$ cat src/rtl/uart_pkg.sv
// Shared types and helpers for the UART flow-control FIFO.
//   uart_byte_t      : one UART data byte
//   FIFO_MIN_DEPTH   : smallest supported storage depth
//   level_w()        : width of a fill-level value for a given depth
//   fifo_params_ok() : legality check for DEPTH / HI_WATER / LO_WATER
package uart_pkg;

    typedef logic [7:0] uart_byte_t;

    localparam int FIFO_MIN_DEPTH = 4;

    // Fill level runs 0..depth inclusive, so it needs one bit more than a pointer.
    function automatic int level_w(input int depth);
        return $clog2(depth) + 1;
    endfunction

    function automatic bit fifo_params_ok(input int depth, input int hi, input int lo);
        return (depth >= FIFO_MIN_DEPTH) && ((depth & (depth - 1)) == 0) &&
               (lo >= 0) && (lo < hi) && (hi < depth);
    endfunction

endpackage

$ cat src/rtl/uart_fifo_mem.sv
// Simple dual-port byte storage for uart_flow_fifo.
// Synchronous write, synchronous read with read-enable; the read register
// holds its value while rd_en is low. Contents are never reset.
// Ports:
//   clk              : clock
//   wr_en/addr/data  : write port
//   rd_en/addr       : read request, data appears after the next edge
//   rd_data          : registered read data
module uart_fifo_mem
    import uart_pkg::*;
#(
    parameter int DEPTH = 64
) (
    input  logic                     clk,
    input  logic                     wr_en,
    input  logic [$clog2(DEPTH)-1:0] wr_addr,
    input  uart_byte_t               wr_data,
    input  logic                     rd_en,
    input  logic [$clog2(DEPTH)-1:0] rd_addr,
    output uart_byte_t               rd_data
);

    uart_byte_t mem_q [DEPTH];
    uart_byte_t rd_data_q;

    always_ff @(posedge clk) begin
        if (wr_en) mem_q[wr_addr] <= wr_data;
        if (rd_en) rd_data_q <= mem_q[rd_addr];
    end

    assign rd_data = rd_data_q;

endmodule

$ cat src/rtl/uart_flow_fifo.sv
// Byte FIFO between uart_rx and uart_tx with CTS hysteresis and RTS gating.
// The registered read port of the storage acts as the output head
// (first-word fall-through): a byte pushed into an empty FIFO is presented
// after the following edge, and the head is refilled on the same edge it is
// popped, giving 1 byte/cycle sustained.
// Ports:
//   clk, rst_n            : clock, async active-low reset
//   in_data/valid/ready   : write side (from uart_rx)
//   out_data/valid/ready  : read side (to uart_tx)
//   rts_n                 : host ready (0 = ready); no new head loads while 1
//   cts_n                 : clear-to-send to host (0 = go), hysteresis on count
//   fill_level, max_level : only with UART_FLOW_FIFO_STATS_EN defined
module uart_flow_fifo
    import uart_pkg::*;
#(
    parameter int DEPTH    = 64,
    parameter int HI_WATER = 48,
    parameter int LO_WATER = 16
) (
    input  logic       clk,
    input  logic       rst_n,
    input  uart_byte_t in_data,
    input  logic       in_valid,
    output logic       in_ready,
    output uart_byte_t out_data,
    output logic       out_valid,
    input  logic       out_ready,
    input  logic       rts_n,
    output logic       cts_n
`ifdef UART_FLOW_FIFO_STATS_EN
    ,
    output logic [level_w(DEPTH)-1:0] fill_level,
    output logic [level_w(DEPTH)-1:0] max_level
`endif
);

    localparam int PTR_W = $clog2(DEPTH);
    localparam int LVL_W = level_w(DEPTH);

    typedef logic [PTR_W-1:0] ptr_t;
    typedef logic [LVL_W-1:0] lvl_t;

    localparam lvl_t DEPTH_L = lvl_t'(DEPTH);
    localparam lvl_t HI_L    = lvl_t'(HI_WATER);
    localparam lvl_t LO_L    = lvl_t'(LO_WATER);

    if (!fifo_params_ok(DEPTH, HI_WATER, LO_WATER)) begin : g_bad_params
        $error("uart_flow_fifo: illegal DEPTH/HI_WATER/LO_WATER combination");
    end

    ptr_t       wr_ptr_q, wr_ptr_d;
    ptr_t       rd_ptr_q, rd_ptr_d;
    lvl_t       count_q, count_d;
    logic       out_valid_q, out_valid_d;
    logic       stop_q, stop_d;
    logic       push, pop, load;
    uart_byte_t mem_rd_data;

    always_comb begin
        push = in_valid && (count_q != DEPTH_L);
        pop  = out_valid_q && out_ready;
        // count includes the head, so storage holds count - out_valid entries.
        // A new head is fetched when the slot is free (or being vacated) and
        // the host is ready.
        load = (count_q != lvl_t'(out_valid_q)) && !rts_n && (!out_valid_q || out_ready);

        wr_ptr_d    = push ? wr_ptr_q + ptr_t'(1) : wr_ptr_q;
        rd_ptr_d    = load ? rd_ptr_q + ptr_t'(1) : rd_ptr_q;
        count_d     = count_q + lvl_t'(push) - lvl_t'(pop);
        out_valid_d = load ? 1'b1 : (pop ? 1'b0 : out_valid_q);

        stop_d = stop_q;
        if (count_q >= HI_L)      stop_d = 1'b1;
        else if (count_q <= LO_L) stop_d = 1'b0;
    end

    always_ff @(posedge clk or negedge rst_n) begin
        if (!rst_n) begin
            wr_ptr_q    <= '0;
            rd_ptr_q    <= '0;
            count_q     <= '0;
            out_valid_q <= 1'b0;
            stop_q      <= 1'b1;
        end else begin
            wr_ptr_q    <= wr_ptr_d;
            rd_ptr_q    <= rd_ptr_d;
            count_q     <= count_d;
            out_valid_q <= out_valid_d;
            stop_q      <= stop_d;
        end
    end

    uart_fifo_mem #(.DEPTH(DEPTH)) u_mem (
        .clk     (clk),
        .wr_en   (push),
        .wr_addr (wr_ptr_q),
        .wr_data (in_data),
        .rd_en   (load),
        .rd_addr (rd_ptr_q),
        .rd_data (mem_rd_data)
    );

    assign in_ready  = (count_q != DEPTH_L);
    assign out_valid = out_valid_q;
    // Storage read register is not reset; mask it so an empty head reads 0.
    assign out_data  = out_valid_q ? mem_rd_data : '0;
    assign cts_n     = stop_q;

`ifdef UART_FLOW_FIFO_STATS_EN
    lvl_t max_level_q, max_level_d;

    always_comb begin
        max_level_d = (count_q > max_level_q) ? count_q : max_level_q;
    end

    always_ff @(posedge clk or negedge rst_n) begin
        if (!rst_n) max_level_q <= '0;
        else        max_level_q <= max_level_d;
    end

    assign fill_level = count_q;
    assign max_level  = max_level_q;
`endif

endmodule

$ cat config.mk
export PLATFORM = sky130hd
export DESIGN_NAME = uart_flow_fifo
export DESIGN_NICKNAME = d
export VERILOG_FILES = /design/src/rtl/uart_pkg.sv /design/src/rtl/uart_fifo_mem.sv /design/src/rtl/uart_flow_fifo.sv
export SDC_FILE = /design/constraint.sdc
export NUM_CORES = 1
export LEC_CHECK = 0
export ABC_AREA = 1
export BUFFER_PORTS_ARGS = -buffer_cell sky130_fd_sc_hd__buf_2
export CORE_MARGIN = 2
export CORE_UTILIZATION = 60
export CTS_CLUSTER_DIAMETER = 100
export CTS_CLUSTER_SIZE = 12
export DETAILED_ROUTE_END_ITERATION = 12
export PLACE_DENSITY = 0.87
export REMOVE_ABC_BUFFERS = 1
export SYNTH_ARGS = -nofsm -noshare
export SYNTH_HDL_FRONTEND = slang
export SYNTH_SLANG_ARGS = --single-unit
export TNS_END_PERCENT = 30
$ cat constraint.sdc
create_clock -name clk -period 3.6 [get_ports clk]
set_clock_uncertainty 0.1 [all_clocks]
set_input_delay 0.18 -clock clk [delete_from_list [all_inputs] [get_ports clk]]
set_output_delay 0.18 -clock clk [all_outputs]
set_load 0.03 [all_outputs]
==> flow_summary.ini <==
[yosys]
synthMuxAreaShare = 0
synth_adder_area_share = 0.009569
synth_area_um2 = 23010
synth_top_cell_area_share = 0.6786
yosys.area_share.simple = 0.2074
syn_inst = 2137
ys_seq_area_frac = 0.7014
synth_cell_types = 25
ys_ff_latch = 541
synth_xor_area_frac = 0.005709
synth_area_per_cell_um2 = 10.77
yosys.area.top_type = edfxtp_1
synth_compound_area_frac = 0.02061
ys_warn_count = 0
synthTopCellsByArea = edfxtp_1 68%, nand2_1 12%, nand3_1 6.2%
synth_top_family_by_area = simple AND/OR/NAND/NOR gates

[timing]
tightestPinTransition_ns = 1.164
fin_crit_sh = 0.8699
hold_violations = 0
maxSlewHeadroom = 0.2234
finalCriticalPeriod_ns = 3.132
fin_tns_setup_ns = 0
grt_setup_unrepaired = false
max_freq_ghz = 0.3193
setup_violations = 0
slew_viol_final = 0

[clock_tree]
clock_latency_ns = 0.57
clock-sinks = 541
root_buffer = clkbuf_16
clkSlewWorstSetupHoldPaths_ns = 0.06
cts_tree = yes
clock_path_buffers = 3
htreeDepth = 2
cts_buffers = 51
post-cts-setup-buffers = 0
cts_resized = 0

[finish]
n_antenna_cell = 0
layout-drive-gt1-share = 0.07785
finalInstanceArea_um2 = 25530
area_growth_pct = 10.93
nets = 2233
fillCellCount = 2554

[drt]
viasPerCell = 5.936
first_pass_iters = 6
vias = 16300
drtIter0Drc = 2666
wl_per_cell_um = 20.90
drtAntennaViolNets = 0
wirelength_mm = 57.39
drc = 0

[global_routing]
first_global_vias = 15821
antenna_found_initial = 0
grt_max_degree = 165
grt_pass1_wl_mm = 87.00
grt_overflow = 0
grtUsageTotal = 0.2923

[setup_path]
worstPathRequired_ns = 3.95
start_kind = register
critical_path_class = register to register
arrival_ns = 3.49
critPathCaptureType = register
crit_fanout = 4

[place]
dpl.hpwl_mm = 33.49
gp_congestion = 0.9417
portBuffers = 23
dpl_cell_area_um2 = 24020

[die]
fp.dieH_um = 199.8
io_pins = 24
die_area_um2 = 39940
initial_core_util = 0.6095
core-area_um2 = 37760
die_x_um = 199.8
fp-row-count = 71

[flow_run]
max_cap_violations = 0

[power]
peakVddDrop_uv = 394.4
p_leak_nw = 10.17
total_power_mw = 19.29
powerDensity_nw_per_um2 = 755.6

[hold_path]
hp-class = input port to asynchronous set/reset pin

[outcome]
status = completed
## kinds of logic after synthesis
| family | after synthesis |
|---|---|
| AO/OA/AOI/OAI | 82 |
| XOR/XNOR | 15 |
| adder cells (fa/ha/maj) | 17 |
| buffers and inverters | 312 |
| flip-flops | 541 |
| AND/OR/NAND/NOR | 1170 |
## metrics by stage
step	hold slack [ns]	cells	setup slack (ns)	utilization
detailed placement	0.08178	2656	0.5540	0.6363
finish	0.04543	2746	0.4684	0.6761
CTS	0.01997	2746	0.5197	0.6761
global placement	0.08372	2656	0.6569	0.6363
floorplan	-0.2156	2031	-5.897	-
global route	0.1136	2746	0.2807	0.6761
## final cells by class
class | instances | area (um2) | share of cell area
flip-flops and latches | 541 | 16150 | 0.6326
repair buffers | 119 | 905.9 | 0.03549
clock inverters | 1 | 11.26 | 0.0004411
multi-input cells | 1284 | 5599 | 0.2193
well taps | 511 | 639.4 | 0.02505
inverters | 206 | 779.5 | 0.03054
clock buffers | 84 | 1443 | 0.05651
## sequential cells by signal (all words and copies together), names as in the netlist
name / cells
out_valid: 1
cts_n: 1
wr_ptr_q: 6
u_mem.rd_data: 8
count_q: 7
rd_ptr_q: 6
u_mem.mem_q: 512
## routing by layer
metal,global-route usage,share of wire
met3,0.06183,0.12
met1,0.3835,0.36
met2,0.4713,0.47
met4,0.1396,0.047
met5,0,0
## worst max-delay path, stage by stage (launching register included)
cell and delay (ns):
dfrtp_1 0.38, inv_1 0.11, ha_1 0.18, nand2_1 0.07, nor2_1 0.13, nand3_1 0.11
nand2_1 0.22, ha_1 0.28, inv_1 0.06, ha_1 0.17, inv_1 0.07, fa_1 0.42
o21ai_0 0.36, nand2_1 0.09, nand2_1 0.07, a21oi_1 0.07, nand2_1 0.06, nand2_1 0.06
## path summary, 6_finish.rpt
kind / from / endpoint / slack (ns) / cells after the start
worst max-delay path: count_q[2]$_DFF_PN0_ / count_q[6]$_DFF_PN0_ / 0.47 / 17
worst min-delay path: rst_n / rd_ptr_q[0]$_DFFE_PN0P_ / 0.05 / 2
worst max register to register: count_q[2]$_DFF_PN0_ / count_q[6]$_DFF_PN0_ / 0.47 / 17
worst min register to register: cts_n$_DFFE_PN1P_ / cts_n$_DFFE_PN1P_ / 0.43 / 2
max in group asynchronous: rst_n / rd_ptr_q[1]$_DFFE_PN0P_ / 2.93 / 2
min in group clk: in_data[0] / u_mem.mem_q[29][0]$_DFFE_PP_ / 0.18 / 1
## cell usage in the layout, fill, tap and decap left out, types with 18 or more instances in the layout
| cell | count |
|---|---|
| edfxtp_1 | 520 |
| nand2_1 | 728 |
| buf_4 | 96 |
| nand3_1 | 284 |
| o211ai_1 | 24 |
| inv_1 | 200 |
| dfrtp_1 | 18 |
| clkbuf_1 | 31 |
| a21oi_1 | 37 |
| o21ai_0 | 20 |
| clkbuf_16 | 53 |
| nor2_1 | 147 |
## Yosys cell counts, drive strengths merged
cell      n
a21oi    37
buf      78
clkbuf   28
clkinv    4
dfrtp    20
dfstp     1
edfxtp  520
fa        1
ha       16
inv     202
nand2   729
nand3   284
nand4     8
nor2    147
nor3      1
nor4      1
o211ai   24
o21ai    20
o311ai    1
xnor2     1
xor2     14
## timing repair
item,in CTS,in global routing
hold buffers,5,0
endpoints found under the hold margin,24,0
endpoints found under the setup margin,0,0
## report_power, final
part / internal, mW / total, mW / switching, mW / leakage [nW]
logic: 1.88 / 6.74 / 4.85 / 4.55
clock network: 2.71 / 4.87 / 2.16 / 0.696
registers: 7.33 / 7.68 / 0.350 / 4.93
Power figures use the tool's default switching activity.
